`src/rtl/cpu_control_unit_pkg.sv`:
```
// cpu_control_unit_pkg: opcodes, instruction fields, FSM states and decode bundle of the 4-bit CPU
package cpu_control_unit_pkg;

    localparam logic [3:0] OP_ADD = 4'h0;
    localparam logic [3:0] OP_SUB = 4'h1;
    localparam logic [3:0] OP_AND = 4'h2;
    localparam logic [3:0] OP_OR  = 4'h3;
    localparam logic [3:0] OP_XOR = 4'h4;
    localparam logic [3:0] OP_CMP = 4'h5;
    localparam logic [3:0] OP_ADC = 4'h6;
    localparam logic [3:0] OP_NOP = 4'h7;
    localparam logic [3:0] OP_LDI = 4'h8;
    localparam logic [3:0] OP_OUT = 4'h9;
    localparam logic [3:0] OP_JMP = 4'hA;
    localparam logic [3:0] OP_JZ  = 4'hB;
    localparam logic [3:0] OP_JC  = 4'hC;
    localparam logic [3:0] OP_HLT = 4'hF;

    localparam int OPC_MSB = 7;
    localparam int OPC_LSB = 4;
    localparam int IMM_MSB = 3;
    localparam int IMM_LSB = 0;

    typedef enum logic [2:0] {S_FETCH, S_DECODE, S_EXEC, S_WB, S_HALT} state_t;

    typedef enum logic [1:0] {JC_ALWAYS, JC_ZERO, JC_CARRY} jcond_t;

    typedef struct packed {
        logic   is_alu;
        logic   writes_acc;
        logic   is_jump;
        jcond_t jump_cond;
        logic   is_out;
        logic   is_halt;
        logic   is_ldi;
    } dec_t;

endpackage

```
`src/rtl/cpu_control_unit_if.sv`:
```
// cpu_control_unit_if: ROM, ALU and output-port signals of the control unit
interface cpu_control_unit_if;
    logic [3:0] pc;
    logic [7:0] instr;
    logic [3:0] aluA;
    logic [3:0] aluB;
    logic [3:0] aluOpcode;
    logic       aluCin;
    logic [3:0] aluResult;
    logic       Zero;
    logic       Carry;
    logic [3:0] out_port;
    logic       out_valid;
    logic       halted;

    // aluCin carries the C flag into the ALU for ADC
    modport master (
        output pc, aluA, aluB, aluOpcode, aluCin, out_port, out_valid, halted,
        input  instr, aluResult, Zero, Carry
    );

    modport slave (
        input  pc, aluA, aluB, aluOpcode, aluCin, out_port, out_valid, halted,
        output instr, aluResult, Zero, Carry
    );
endinterface

```
`src/rtl/cpu_control_unit_instr_decode.sv`:
```
// cpu_instr_decode: combinational instruction classification from the IR
module cpu_instr_decode
    import cpu_control_unit_pkg::*;
(
    input  logic [7:0] ir_i,
    output dec_t       dec_o
);
    logic [3:0] op;
    logic       alu;
    logic       ldi;

    assign op  = ir_i[OPC_MSB:OPC_LSB];
    assign alu = op <= OP_ADC;
    assign ldi = op == OP_LDI;

    assign dec_o = '{
        is_alu:     alu,
        writes_acc: (alu && op != OP_CMP) || ldi,
        is_jump:    op == OP_JMP || op == OP_JZ || op == OP_JC,
        jump_cond:  op == OP_JZ ? JC_ZERO : op == OP_JC ? JC_CARRY : JC_ALWAYS,
        is_out:     op == OP_OUT,
        is_halt:    op == OP_HLT,
        is_ldi:     ldi
    };
endmodule

```
`src/rtl/cpu_control_unit.sv`:
```
// cpu_control_unit: multi-cycle FETCH/DECODE/EXEC/WB control FSM with PC, ACC and Z/C flags
// Optional CPU_SINGLE_STEP_EN adds a step input that gates each instruction fetch.
module cpu_control_unit
    import cpu_control_unit_pkg::*;
#(
    parameter logic [3:0] RESET_PC = 4'h0
) (
    input  logic               clock,
    input  logic               reset,
`ifdef CPU_SINGLE_STEP_EN
    input  logic               step,
`endif
    cpu_control_unit_if.master bus
);
    state_t     state_q, state_d;
    logic [7:0] ir_q, ir_d;
    logic [3:0] pc_q, pc_d;
    logic [3:0] acc_q, acc_d;
    logic [3:0] a_q, a_d;
    logic [3:0] b_q, b_d;
    logic [3:0] op_q, op_d;
    logic [3:0] out_q, out_d;
    logic       z_q, z_d;
    logic       c_q, c_d;
    logic       ov_q, ov_d;
    logic [3:0] imm;
    logic       go;
    logic       take;
    dec_t       dec;

    cpu_instr_decode u_dec (
        .ir_i  (ir_q),
        .dec_o (dec)
    );

`ifdef CPU_SINGLE_STEP_EN
    assign go = step;
`else
    assign go = 1'b1;
`endif

    assign imm  = ir_q[IMM_MSB:IMM_LSB];
    assign take = dec.jump_cond == JC_ZERO ? z_q : dec.jump_cond == JC_CARRY ? c_q : 1'b1;

    // next state and architectural updates; everything holds unless a state changes it
    always_comb begin
        state_d = state_q;
        ir_d    = ir_q;
        pc_d    = pc_q;
        acc_d   = acc_q;
        a_d     = a_q;
        b_d     = b_q;
        op_d    = op_q;
        out_d   = out_q;
        z_d     = z_q;
        c_d     = c_q;
        ov_d    = 1'b0;
        case (state_q)
            S_FETCH: begin
                if (go) begin
                    ir_d    = bus.instr;
                    state_d = S_DECODE;
                end
            end
            S_DECODE: begin
                if (dec.is_alu) begin
                    a_d  = acc_q;
                    b_d  = imm;
                    op_d = ir_q[OPC_MSB:OPC_LSB];
                end
                state_d = S_EXEC;
            end
            S_EXEC: begin
                if (dec.is_alu) begin
                    state_d = S_WB;
                end else if (dec.is_halt) begin
                    state_d = S_HALT;
                end else begin
                    state_d = S_FETCH;
                    pc_d    = (dec.is_jump && take) ? imm : pc_q + 4'd1;
                    if (dec.is_ldi) acc_d = imm;
                    if (dec.is_out) begin
                        out_d = acc_q;
                        ov_d  = 1'b1;
                    end
                end
            end
            S_WB: begin
                if (dec.writes_acc) acc_d = bus.aluResult;
                z_d     = bus.Zero;
                c_d     = bus.Carry;
                pc_d    = pc_q + 4'd1;
                state_d = S_FETCH;
            end
            S_HALT: state_d = S_HALT;
            default: state_d = S_FETCH;
        endcase
    end

    // state and datapath registers; reset aborts any instruction in flight
    always_ff @(posedge clock or posedge reset) begin
        if (reset) begin
            state_q <= S_FETCH;
            ir_q    <= '0;
            pc_q    <= RESET_PC;
            acc_q   <= '0;
            a_q     <= '0;
            b_q     <= '0;
            op_q    <= '0;
            out_q   <= '0;
            z_q     <= 1'b0;
            c_q     <= 1'b0;
            ov_q    <= 1'b0;
        end else begin
            state_q <= state_d;
            ir_q    <= ir_d;
            pc_q    <= pc_d;
            acc_q   <= acc_d;
            a_q     <= a_d;
            b_q     <= b_d;
            op_q    <= op_d;
            out_q   <= out_d;
            z_q     <= z_d;
            c_q     <= c_d;
            ov_q    <= ov_d;
        end
    end

    assign bus.pc        = pc_q;
    assign bus.aluA      = a_q;
    assign bus.aluB      = b_q;
    assign bus.aluOpcode = op_q;
    assign bus.aluCin    = c_q;
    assign bus.out_port  = out_q;
    assign bus.out_valid = ov_q;
    assign bus.halted    = state_q == S_HALT;
endmodule

```
`src/flat_wrapper.sv`:
```
// flat-port wrapper written by rule: the top's interface ports become plain ports
module cpu_control_unit_flat import cpu_control_unit_pkg::*;
#(
    parameter logic [3:0] RESET_PC = 4'h0
)
  (clock, reset, bus_pc, bus_aluA, bus_aluB, bus_aluOpcode, bus_aluCin, bus_out_port, bus_out_valid, bus_halted, bus_instr, bus_aluResult, bus_Zero, bus_Carry);
  cpu_control_unit_if bus_i ();
  input  logic clock;
  input  logic reset;
  output wire logic [$bits(bus_i.pc)-1:0] bus_pc;
  output wire logic [$bits(bus_i.aluA)-1:0] bus_aluA;
  output wire logic [$bits(bus_i.aluB)-1:0] bus_aluB;
  output wire logic [$bits(bus_i.aluOpcode)-1:0] bus_aluOpcode;
  output wire logic [$bits(bus_i.aluCin)-1:0] bus_aluCin;
  output wire logic [$bits(bus_i.out_port)-1:0] bus_out_port;
  output wire logic [$bits(bus_i.out_valid)-1:0] bus_out_valid;
  output wire logic [$bits(bus_i.halted)-1:0] bus_halted;
  input wire logic [$bits(bus_i.instr)-1:0] bus_instr;
  input wire logic [$bits(bus_i.aluResult)-1:0] bus_aluResult;
  input wire logic [$bits(bus_i.Zero)-1:0] bus_Zero;
  input wire logic [$bits(bus_i.Carry)-1:0] bus_Carry;
  assign bus_pc = bus_i.pc;
  assign bus_aluA = bus_i.aluA;
  assign bus_aluB = bus_i.aluB;
  assign bus_aluOpcode = bus_i.aluOpcode;
  assign bus_aluCin = bus_i.aluCin;
  assign bus_out_port = bus_i.out_port;
  assign bus_out_valid = bus_i.out_valid;
  assign bus_halted = bus_i.halted;
  assign bus_i.instr = bus_instr;
  assign bus_i.aluResult = bus_aluResult;
  assign bus_i.Zero = bus_Zero;
  assign bus_i.Carry = bus_Carry;
  cpu_control_unit #(.RESET_PC(RESET_PC)) u_core (.clock(clock), .reset(reset), .bus(bus_i));
endmodule
```
`config.mk`:
```
export PLATFORM = sky130hd
export DESIGN_NAME = cpu_control_unit_flat
export DESIGN_NICKNAME = d
export VERILOG_FILES = /design/src/rtl/cpu_control_unit_pkg.sv /design/src/rtl/cpu_control_unit_if.sv /design/src/rtl/cpu_control_unit_instr_decode.sv /design/src/rtl/cpu_control_unit.sv /design/src/flat_wrapper.sv
export SDC_FILE = /design/constraint.sdc
export NUM_CORES = 1
export LEC_CHECK = 0
export CAP_MARGIN = 5
export CORE_MARGIN = 10
export CORE_UTILIZATION = 45
export CTS_CLUSTER_DIAMETER = 30
export DETAILED_ROUTE_END_ITERATION = 6
export MAX_ROUTING_LAYER = met4
export PLACE_DENSITY = 0.75
export SYNTH_ARGS = -nofsm -noshare
export SYNTH_HDL_FRONTEND = slang
export SYNTH_SLANG_ARGS = --single-unit
```
`constraint.sdc`:
```
create_clock -name clock -period 1.4 [get_ports clock]
set_input_delay 0.14 -clock clock [delete_from_list [all_inputs] [get_ports clock]]
set_output_delay 0.14 -clock clock [all_outputs]
set_load 0.03 [all_outputs]
```
# Yosys cells after proc, flatten, opt, wreduce, memory -nomap -nowiden
# Cells that the tools add are included.
[word_totals]
regBits = 38
inputBits = 16
output_inout_bits = 23
[classes]
addsub = 1
magnitude_cmp = 1
eq_ne = 17
n_mux = 20
n_bitwise = 2
n_reduce_logical = 11
[ops]
columns = ["cell", "count"]
rows = [
  ["$mux 4", 7],
  ["$eq 4x4->1 const B", 6],
  ["$pmux 4 s2", 2],
  ["$pmux 3 s4", 1],
  ["$eq 3x2->1 const B", 2],
  ["$mux 1", 6],
  ["$mux 3", 2],
  ["$ne 2x2->1 const B", 3],
  ["$reduce_and 5->1", 1],
  ["$add 4x1->4 const B", 1],
  ["$le 4x3->1 const B", 1],
  ["$mux 2", 2],
  ["$ne 4x3->1 const B", 1],
  ["$reduce_and 4->1", 1],
  ["$eq 3x1->1 const B", 1],
  ["$eq 3x3->1 const B", 1],
  ["$logic_not 3->1", 1],
  ["$logic_or 1x1->1", 3],
  ["$reduce_and 3->1", 1],
  ["$eq 2x1->1 const B", 1],
  ["$eq 2x2->1 const B", 1],
  ["$logic_and 1x1->1", 2],
  ["$ne 2x1->1 const B", 1],
  ["$not 1->1", 2],
  ["other kinds (2)", 2],
]

# Longest topological paths before layout
# Gate-level depths: netlist of the first run.
[depth]
depth_word = 11
ltp_mapped = 6

# By module
# A second synthesis of the first run with hierarchy kept.
[unflattened]
hier_cells = 136
area_unflattened_um2 = 1789.2
[by_module_without_submodules]
columns = ["mod", "instances", "cells_each", "area_per_inst_um2", "seq_area_each_um2"]
rows = [
  ["cpu_control_unit", 1, 121, 1691.6, 950.9],
  ["cpu_instr_decode", 1, 15, 97.6, 0.0],
]

# Worst setup path after synthesis of the first run
# OpenSTA, ideal clock, no wires.
[synth_timing]
kind = "register to register"
start = "register u_core.ir_q[6]"
end = "register u_core.a_q[0] (netlist: u_core.bus.aluA[0])"
setup_time_ps = 128
arrival_time_ps = 1416
required_ps = 1272
path_slack_ps = -144
stages_incl_launch_ff = 7
path_buffers = 2
synth_period_minus_slack_ps = 1544
cell_sequence = "dfrtp_1 buf_6 and3_1 nor2_2 nand3_2 buf_4 mux2_1"
[synth_between]
elab_chain_cells = 2
[synth_rtl]
columns = ["item", "line_no", "source"]
rows = [
  ["from (decl)", "cpu_control_unit.sv:16", "logic [7:0] ir_q, ir_d;"],
  ["from (signal assigned)", "cpu_control_unit.sv:116", "ir_q <= ir_d;"],
  ["$le 4x3->1", "cpu_control_unit_instr_decode.sv:13", "assign alu = op <= OP_ADC;"],
  ["$reduce_and 2->1 (no source line)", "n/a", ""],
  ["to (signal assigned)", "cpu_control_unit.sv:107", "a_q <= '0;"],
  ["to (signal assigned)", "cpu_control_unit.sv:119", "a_q <= a_d;"],
  ["to (decl)", "cpu_control_unit.sv:19", "logic [3:0] a_q, a_d;"],
]
# No other way between the ends.
# A chain may end at the register's enable or synchronous reset.

# Worst setup path in the final report of the first run
[layout_timing]
start = "register u_core.ir_q[6]"
end = "register u_core.pc_q[3] (netlist: u_core.bus.pc[3])"
[layout_between]
elab_chain_cells = 11
word_cells_on_any_way = 21
cone_classes = "order compare: 1; eq/ne: 8; mux: 8; reduce/logical: 4"
[layout_rtl]
columns = ["item", "line_no", "source"]
rows = [
  ["$eq 4x4->1", "cpu_control_unit_instr_decode.sv:19, cpu_control_unit_instr_decode.sv:20", ""],
  ["$mux 2 (2 in series)", "cpu_control_unit_instr_decode.sv:20", "jump_cond: op == OP_JZ ? JC_ZERO : op == OP_JC ? JC_CARRY : JC_ALWAYS,"],
  ["$eq 2x2->1", "cpu_control_unit.sv:43", "assign take = dec.jump_cond == JC_ZERO ? z_q : dec.jump_cond == JC_CARRY ? c_q : 1'b1;"],
  ["$mux 1 (2 in series)", "cpu_control_unit.sv:43", ""],
  ["$logic_and 1x1->1", "cpu_control_unit.sv:80", "pc_d = (dec.is_jump && take) ? imm : pc_q + 4'd1;"],
  ["$mux 4", "cpu_control_unit.sv:80", ""],
  ["$mux 4", "cpu_control_unit.sv:76", "end else if (dec.is_halt) begin"],
  ["$mux 4", "cpu_control_unit.sv:74", "if (dec.is_alu) begin"],
  ["$pmux 4 s2", "cpu_control_unit.sv:58", "case (state_q)"],
  ["to (signal assigned)", "cpu_control_unit.sv:117", "pc_q <= pc_d;"],
  ["to (decl)", "cpu_control_unit.sv:17", "logic [3:0] pc_q, pc_d;"],
]
# Several ways; a longest one is shown, not always the timed one. The select of a mux whose other input is x is not followed.

==> metrics.yaml, run 1 <==
min_period_ns: 1.61
hp-class: "in -> async"
initial_core_util: 0.472
power.net_switching_uw: 2580
placed_cells: 230
synth_compound_area_frac: 0.0713
synthArstFlopShare: 1.00
first_pass_iters: 4
core.rowCount: 22
finalSetupViolCount: 32
routed_wl_um: 4370
syn_nets: 148
cts_root_buf: "clkbuf_8"
power_density_mw_per_mm2: 2580
synth_edf_count: 0
worstSetupEndpointType: "register"
drt_iter0_drc: 81
die_area_sq_mm: 0.00680
grt_util_all_layers: 0.138
cts_tree: "yes"
synth_mux_area_frac: 0.229
htreeDepth: 2
p_int_uw: 4040
tightest_slew_ns: 0.474
clkTransAtPathRegs_ns: 0.07
synth-xor-area-share: 0
viasPerCell: 5.26
global_route.usage.met1: 0.165
core_sq_mm: 0.00372
ir_drop_mv: 1.37
final_hold_viol_count: 0
diodes: 0
avgSynthCellArea_sq_um: 13.4
final_util: 0.690
comb_power_share: 0.533
synth.distinct_cells: 37
multiInputGateArea_sq_um: 825
num_io_pins: 39
gr-usage-met2: 0.216
synth_ff_type: "dfrtp_1"
path_class: "reg -> reg"
rsz0062_at_grt: "yes"
regArea_sq_um: 956
cts_made_buffers: 5
io_buffer_count: 38
clockBufferDepth: 2
crit_required_ns: 1.57
dp_worst_setup_slack_ns: -0.221
cp.arrival_ns: 1.78
drc: 0
clkPwrFrac: 0.143
r2r_start: "u_core.ir_q[6]"
gp_congestion: 0.899
p_leak_uw: 0.00121
dieWidth_um: 82.4
slew_headroom: 0.682
maxSlewViolCount: 0
synth_top_family_by_area: "multiplexers"
syn2layout_area_growth_pct: 46.1
clock_sinks: 38
grt_pass1_wl_um: 6940
grt.met3_usage: 0.0432
ys_seq_area_frac: 0.542
status: "finished, violations left"
max_freq_mhz: 621
post-route-period-util: 1.15
start_kind: "register"
clock_skew_ns: 0.00366
final_cell_mix: "34 x dfrtp_1, 27 x mux2_2, 22 x dlygate4sd2_1, 22 x buf_4, 15 x clkdlybuf4s50_1"
final_common_cell: "dfrtp_1"
cp-startpoint: "u_core.ir_q[6]"
yosys.area_share.adder: 0.00713
drv_cap: 0
fin_cells: 243
grt_max_degree: 39
critical_path.max_fanout: 7
grt-ovfl-total: 0
yosysWarnings: 0
swShare: 0.390
fillers: 275
nNetsFinal: 212
power_frac_seq: 0.324
drive_gt1_frac: 0.431
num_vias: 1279
grt_busiest_layer: "met2"
clkLatencyLatePin_ns: 0.29
hpwl_um: 3120
die_height_um: 82.4
synthSimpleGateAreaFrac: 0.118
syn_inst: 131
synthesis.area_sq_mm: 0.00175
first_global_vias: 1364
wl_per_cell_um: 18.0
antenna_found_initial: 0
fin_ws_ns: -0.209
synth-seq-cells: 38
violations: "negative setup slack"
ff2ff_path_depth: 5
postRouteAntennaNets: 0
==> critical path: stages, from the launching register on <==
cell       delay, ns
dfrtp_2         0.45
buf_4           0.15
a311oi_1        0.45
a211oi_4        0.12
a21boi_1        0.17
a2bb2oi_1       0.16
==> Yosys cell counts, drive strengths merged, types with 4 or more instances <==
cell | instances | area share
nand3 | 6 | 0.020
buf | 4 | 0.016
mux2 | 33 | 0.21
a21oi | 4 | 0.011
inv | 4 | 0.0086
dfrtp | 38 | 0.54
nor2 | 4 | 0.010
==> path summary, 6_finish.rpt <==
| check | end | slack, ns |
|---|---|---|
| max in group asynchronous | u_core.ir_q[6] | 1.01 |
| min in group clock | u_core.z_q | 0.47 |
| max | u_core.bus.pc[3] | -0.21 |
| max reg2reg | u_core.bus.pc[3] | -0.21 |
| min reg2reg | u_core.bus.out_port[3] | 0.50 |
| min | u_core.bus.aluOpcode[2] | 0.20 |
==> sequential cells by signal (all words and copies together) (netlist names) <==
register,cells
u_core.acc_q,4
u_core.bus.aluA,4
u_core.bus.aluB,4
u_core.bus.aluCin,1
u_core.bus.aluOpcode,4
u_core.bus.out_port,4
u_core.bus.out_valid,1
u_core.bus.pc,4
u_core.ir_q,8
u_core.state_q,3
u_core.z_q,1
==> area by class of cell <==
class                           instances  share of cell area
Inverter                                4             0.00586
Sequential cell                        38               0.373
Clock buffer                            6              0.0322
Multi-Input combinational cell         82               0.322
Timing Repair Buffer                   64               0.232
Clock inverter                          1              0.0117
Tap cell                               48              0.0234
==> metal layers <==
layer / up-vias / part of all wire
met2: 42 / 0.50
li1: 599 / -
met5: - / 0
met3: 5 / 0.062
met1: 633 / 0.43
met4: 0 / 0.014
==> power by group through the flow <==
stage,combinational (uW),clock (uW),sequential (uW)
global placement,3270,0,2070
CTS,3260,948,2130
finish,3530,948,2140
global route,3750,1010,2230
detailed placement,3350,0,2130
floorplan,1680,0,2460
==> through the flow <==
step,total power (uW),hold WS (ns),cell area [sq um],setup TNS [ns]
after floorplan,4130,0.290,1780,-1.26
after detailed placement,5480,0.481,2350,-3.44
after CTS,6340,0.210,2480,-3.15
final,6620,0.198,2560,-4.06
after global routing,6990,0.221,2560,-5.71
after global placement,5330,0.469,2350,-2.49
==> cell families after synthesis <==
logic type | count (synthesis)
flops | 38
buf+inv | 11
simple gates | 32
mux | 36
compound gates | 13
fa+ha+maj | 1
==> repair_timing <==
| item | CTS | global route |
|---|---|---|
| endpoints found under the hold margin | 0 | 0 |
| pin swaps | 2 | 5 |
| hold buffers | 0 | 0 |
| setup endpoints to repair | 54 | 32 |
| setup buffers | 3 | 2 |
| resized for setup | 28 | 11 |
| gates cloned | 0 | 1 |
No activity file was read; power rests on OpenSTA's default activity.
==> inputs of run 2 (changes only) <==
--- a/config.mk
+++ b/config.mk
@@ -6,10 +6,13 @@
 export NUM_CORES = 1
 export LEC_CHECK = 0
 export CAP_MARGIN = 5
+export CORE_ASPECT_RATIO = 0.7
 export CORE_MARGIN = 10
 export CORE_UTILIZATION = 45
 export CTS_CLUSTER_DIAMETER = 30
+export CTS_CLUSTER_SIZE = 8
 export DETAILED_ROUTE_END_ITERATION = 6
+export HOLD_SLACK_MARGIN = 0.02
 export MAX_ROUTING_LAYER = met4
 export PLACE_DENSITY = 0.75
 export SYNTH_ARGS = -nofsm -noshare
==> metrics.yaml, run 2 (synthesized netlist as in run 1, its figures left out) <==
status: "finished, violations left"
violations: "negative setup slack"
first_global_vias: 1455  # +6.7%
nNetsFinal: 219  # +3.3%
power_density_mw_per_mm2: 2670  # +3.2%
crit_chain: "nor3b_4, o311ai_4, mux2i_1, a2bb2oi_1"
drt_iter0_drc: 37  # -54%
slew_headroom: 0.712  # +0.0304
die_height_um: 72.2  # -12%
core.rowCount: 18  # -18%
diodes: 0  # unchanged
num_io_pins: 39  # unchanged
stdcell_area_sq_mm: 0.00274  # +6.8%
comb_power_share: 0.545  # +0.012
start_kind: "register"
rsz0062_at_grt: "yes"
reg2reg_slack_ns: -0.24  # -0.03 ns
max_stage_delay_ns: 0.49  # +0.04 ns
p_leak_uw: 0.00130  # +7.2%
p_int_uw: 4510  # +12%
power.net_switching_uw: 2790  # +8.2%
clkPwrFrac: 0.157  # +0.014
finalSetupViolCount: 25  # -22%
core_sq_mm: 0.00363  # -2.4%
crit_required_ns: 1.57  # about the same
postRouteAntennaNets: 0  # unchanged
io_buffer_count: 38  # unchanged
grt_util_all_layers: 0.141  # +0.00315
drive_gt1_frac: 0.483  # +0.0520
first_pass_iters: 4  # unchanged
cp_slowest_cell: "dfrtp_2"
critPathCapture: "u_core.bus.pc[3]"
clkLatencyLatePin_ns: 0.29  # about the same
drv_cap: 0  # unchanged
top_register: "u_core.ir_q"
critPathTopFamily: "compound AO/OA/AOI/OAI gates"
timing.rr.end: "u_core.bus.pc[3]"
final_common_cell: "dfrtp_1"
hpwl_um: 3040  # -2.6%
htreeDepth: 2  # unchanged
clockBufferDepth: 2  # unchanged
final_util: 0.755  # +0.0651
final_cell_mix: "31 x dfrtp_1, 24 x buf_4, 22 x dlygate4sd2_1"
fillers: 230  # -16%
viasPerCell: 5.36  # +1.8%
power_frac_seq: 0.298  # -0.026
cts_made_buffers: 5  # unchanged
gp_congestion: 0.795  # -12%
grt_max_degree: 39  # unchanged
initial_core_util: 0.484  # +0.0117
path_buf_inv: 0  # -1
dieWidth_um: 94.6  # +15%
die_area_sq_mm: 0.00684  # +0.58%
ff2ff_path_depth: 4  # -1
placed_area_sq_mm: 0.00237  # +0.75%
cp-startpoint: "u_core.ir_q[5]"
max_freq_mhz: 608  # -2.1%
final_hold_viol_count: 0  # unchanged
hp-class: "in -> async"
min_period_ns: 1.64  # +0.0342 ns
clock_skew_ns: 0.00675  # +0.00309 ns
cp.arrival_ns: 1.82  # +0.04 ns
routed_wl_um: 4760  # +9.0%
critical_path.max_fanout: 8  # +1
clkTransAtPathRegs_ns: 0.08  # about the same
critical_path_depth: 4  # -1
grt-ovfl-total: 0  # unchanged
syn2layout_area_growth_pct: 56.1
ir_drop_mv: 1.47  # +7.3%
swShare: 0.383  # -0.00706
post-route-period-util: 1.17  # +0.0244
drc: 0  # unchanged
num_vias: 1356  # +6.0%
cts_root_buf: "clkbuf_8"
worstSetupEndpointType: "register"
cts_tree: "yes"
fin_ws_ns: -0.243  # -0.0342 ns
path_class: "reg -> reg"
r2r_start: "u_core.ir_q[5]"
grt_pass1_wl_um: 7460  # +7.4%
clock_sinks: 38  # unchanged
tightest_slew_ns: 0.431  # -0.0434 ns
antenna_found_initial: 0  # unchanged
wl_per_cell_um: 18.8  # +4.7%
maxSlewViolCount: 0  # unchanged
largest_reg_flops: 8  # unchanged
[run 2: cell types whose count changed in the layout (fill, tap and decap cells not counted), moves of 2 or more]
cell | before | now
dfrtp_1 | 34 | 31
mux2_4 | 6 | 16
buf_6 | 2 | 8
dfrtp_2 | 4 | 7
mux2_2 | 27 | 17
nor3_2 | 2 | 0
buf_4 | 22 | 24
[run 2: worst reg2reg max path: cells and delay by family, from the launching register on]
| family | cells | cell delay [ns] |
|---|---|---|
| multiplexers | 1 | 0.29 |
| AO/OA/AOI/OAI | 2 | 0.56 |
| flip-flops | 1 | 0.49 |
| AND/OR/NAND/NOR | 1 | 0.20 |
[run 2: metal layers]
metal,share of wire,vias up,GRT usage,routed length (um)
met5,0,-,-,0
met4,0.022,0,0.0364,106
met3,0.051,13,0.0421,244
met2,0.50,34,0.226,2360
met1,0.43,698,0.170,2050
li1,-,611,-,-
[run 2: what timing repair did]
action                                  4_1_cts  5_1_grt
resized for setup                            54       11
hold buffers                                  0        0
setup buffers                                 8        3
gates cloned                                  0        0
pin swaps                                    10        2
endpoints found under the setup margin       54       35
[run 2: layout make-up]
class | count | area [sq um] | share of cell area
Tap cell | 50 | 62.6 | 0.0229
Inverter | 4 | 15.0 | 0.00548
Timing Repair Buffer | 71 | 653 | 0.239
Clock buffer | 6 | 82.6 | 0.0302
Multi-Input combinational cell | 82 | 905 | 0.330
Sequential cell | 38 | 960 | 0.351
Clock inverter | 2 | 60.1 | 0.0219
[run 2: worst min-delay path by stage]
stage / start / end / slack, ns / depth (start not counted)
after floorplan: bus_Carry / u_core.bus.aluCin / 0.29 / 1
after global placement: u_core.bus.aluOpcode[3] / u_core.bus.aluOpcode[3] / 0.47 / 1
after detailed placement: u_core.bus.aluOpcode[3] / u_core.bus.aluOpcode[3] / 0.48 / 1
after CTS: reset / u_core.bus.aluOpcode[3] / 0.22 / 3
after global routing: reset / u_core.bus.aluOpcode[3] / 0.25 / 3
final: reset / u_core.bus.aluOpcode[3] / 0.21 / 3
[run 2: stage by stage]
stage                     TNS, ns  hold slack, ns  power, uW  worst slack (ns)  cells
final                       -2.75           0.206       7300            -0.243    253
after global routing        -4.56           0.245       7700            -0.302    253
after CTS                   -2.11           0.223       7090            -0.203    250
after detailed placement    -3.21           0.482       5500            -0.258    234
after global placement      -2.68           0.473       5360            -0.126    234
after floorplan             -1.26           0.290       4130           -0.0729    131
[run 2: power by group through the flow]
stage / Sequential [uW] / Combinational [uW] / Clock [uW]
global placement: 2080 / 3290 / 0
detailed placement: 2120 / 3380 / 0
global route: 2260 / 4250 / 1200
CTS: 2150 / 3790 / 1150
floorplan: 2460 / 1680 / 0
finish: 2180 / 3980 / 1140
==> inputs of run 3 (changes only) <==
--- a/config.mk
+++ b/config.mk
@@ -15,6 +15,8 @@
 export HOLD_SLACK_MARGIN = 0.02
 export MAX_ROUTING_LAYER = met4
 export PLACE_DENSITY = 0.75
+export REMOVE_ABC_BUFFERS = 1
+export SLEW_MARGIN = 20
 export SYNTH_ARGS = -nofsm -noshare
 export SYNTH_HDL_FRONTEND = slang
 export SYNTH_SLANG_ARGS = --single-unit
==> metrics.yaml, run 3 (synthesized netlist as in run 1, its figures left out) <==
status: "finished, violations left"
violations: "negative setup slack"
clkTransAtPathRegs_ns: 0.09  # about the same
critical_path.max_fanout: 6  # -2
nNetsFinal: 224  # +2.3%
maxSlewViolCount: 0  # unchanged
fin_ws_ns: -0.216  # +0.0278 ns
fin_cells: 258  # +2.0%
num_io_pins: 39  # unchanged
final_common_cell: "dfrtp_1"
grt_max_degree: 39  # unchanged
first_pass_iters: 4  # unchanged
postRouteAntennaNets: 0  # unchanged
grt_pass1_wl_um: 7000  # -6.1%
hold_buffers: 0  # unchanged
grt-ovfl-total: 0  # unchanged
final_hold_viol_count: 0  # unchanged
cts_root_buf: "clkbuf_8"
dp_worst_setup_slack_ns: -0.239  # +0.0190 ns
ir_drop_mv: 2.25  # +53%
p_leak_uw: 0.00132  # +1.8%
drc: 0  # unchanged
power.net_switching_uw: 2920  # +4.5%
hold_slack_ns: 0.186  # -0.0198 ns
swShare: 0.387  # +0.00410
wl_met2_um: 2290  # -3.0%
top_register: "u_core.ir_q"
post-route-period-util: 1.15  # -0.0199
max_freq_mhz: 619  # +1.7%
drv_cap: 0  # unchanged
hp-class: "in -> async"
num_vias: 1373  # +1.3%
power_frac_seq: 0.284  # -0.014
placed_cells: 233  # -0.43%
die_height_um: 72.2  # unchanged
final_cell_mix: "33 x dfrtp_1, 26 x buf_4, 22 x dlygate4sd2_1"
hpwl_um: 3190  # +4.8%
antenna_found_initial: 0  # unchanged
clkLatencyLatePin_ns: 0.30  # about the same
drt_iter0_drc: 141  # +280%
placed_area_sq_mm: 0.00234  # -1.3%
cp.arrival_ns: 1.81  # about the same
topRoutingLayerUsed: "met4"
met1_length_um: 2320  # +13%
path_class: "reg -> reg"
min_period_ns: 1.62  # -0.0278 ns
comb_power_share: 0.566  # +0.021
grt_util_all_layers: 0.132  # -0.00856
diodes: 0  # unchanged
dieWidth_um: 94.6  # unchanged
fillers: 218  # -5.2%
tightest_slew_ns: 0.333  # -0.0973 ns
clockBufferDepth: 2  # unchanged
io_buffer_count: 38  # unchanged
clock_skew_ns: 0.0127  # +0.00595 ns
power_density_mw_per_mm2: 2700  # +1.3%
p_int_uw: 4630  # +2.7%
finalSetupViolCount: 30  # +20%
worstSetupEndpointType: "register"
core.rowCount: 18  # unchanged
syn2layout_area_growth_pct: 59.3
viasPerCell: 5.32  # -0.71%
first_global_vias: 1400  # -3.8%
wl_per_cell_um: 19.6  # +4.4%
slew_headroom: 0.779  # +0.0664
cts_made_buffers: 5  # unchanged
initial_core_util: 0.484  # unchanged
crit_required_ns: 1.60  # +0.03 ns
htreeDepth: 2  # unchanged
clock_sinks: 38  # unchanged
start_kind: "register"
drive_gt1_frac: 0.486  # +0.00282
routed_wl_um: 5070  # +6.4%
cts_tree: "yes"
clkPwrFrac: 0.150  # -0.007
gp_congestion: 0.849  # +6.8%
largest_reg_flops: 8  # unchanged
rsz0062_at_grt: "yes"
die_area_sq_mm: 0.00684  # unchanged
met3_length_um: 298  # +22%
core_sq_mm: 0.00363  # unchanged
stdcell_area_sq_mm: 0.00279  # +2.1%
==> run 3: worst max-delay path, stage by stage (launching register included) <==
cell	delay (ns)
dfrtp_1	0.44
buf_4	0.19
nand2_1	0.09
nand3b_1	0.10
a21oi_1	0.21
buf_4	0.19
mux2_4	0.30
==> run 3: path summary, 6_finish.rpt <==
path                                               from                 endpoint  slack, ns  depth (start not counted)
worst min-delay path                              reset       u_core.bus.aluB[1]       0.19                          3
max in group asynchronous                         reset           u_core.ir_q[5]       1.00                          3
worst max register to register           u_core.ir_q[6]          u_core.acc_q[2]      -0.22                          6
worst max-delay path                     u_core.ir_q[6]          u_core.acc_q[2]      -0.22                          6
worst min register to register  u_core.bus.aluOpcode[3]  u_core.bus.aluOpcode[3]       0.50                          1
min in group clock                         bus_instr[4]           u_core.ir_q[4]       0.46                          2
==> run 3: power groups by stage <==
| stage | clock network, uW | logic (uW) | registers (uW) |
|---|---|---|---|
| floorplan | 0 | 1380 | 2590 |
| global placement | 0 | 3240 | 2060 |
| detailed placement | 0 | 3340 | 2110 |
| CTS | 1140 | 3490 | 2070 |
| global route | 1180 | 4500 | 2230 |
| finish | 1130 | 4270 | 2150 |
==> run 3: metrics by stage <==
step,utilization,setup TNS [ns],power [uW]
floorplan,-,-1.81,3960
global placement,0.644,-3.43,5290
detailed placement,0.644,-4.37,5450
CTS,0.708,-3.07,6700
global route,0.771,-4.32,7910
finish,0.771,-2.69,7550
==> run 3: final cells by class <==
class / count / area (sq um) / area share
clock inverters: 3 / 68.8 / 0.0246
clock buffers: 5 / 68.8 / 0.0246
multi-input cells: 82 / 911 / 0.326
well taps: 50 / 62.6 / 0.0224
repair buffers: 76 / 711 / 0.254
flip-flops and latches: 38 / 957 / 0.343
inverters: 4 / 15.0 / 0.00537
==> run 3: repair_timing <==
item                                    in CTS  in global routing
buffers inserted                            10                  8
pin swaps                                    7                 14
endpoints found under the setup margin      55                 34
resized for setup                           34                 38
gates cloned                                 0                  0
==> run 3: metal layers <==
layer	vias to the layer above	GRT usage
li1	624	-
met1	672	0.165
met2	63	0.195
met3	14	0.0411
met4	0	0.0546
met5	-	-
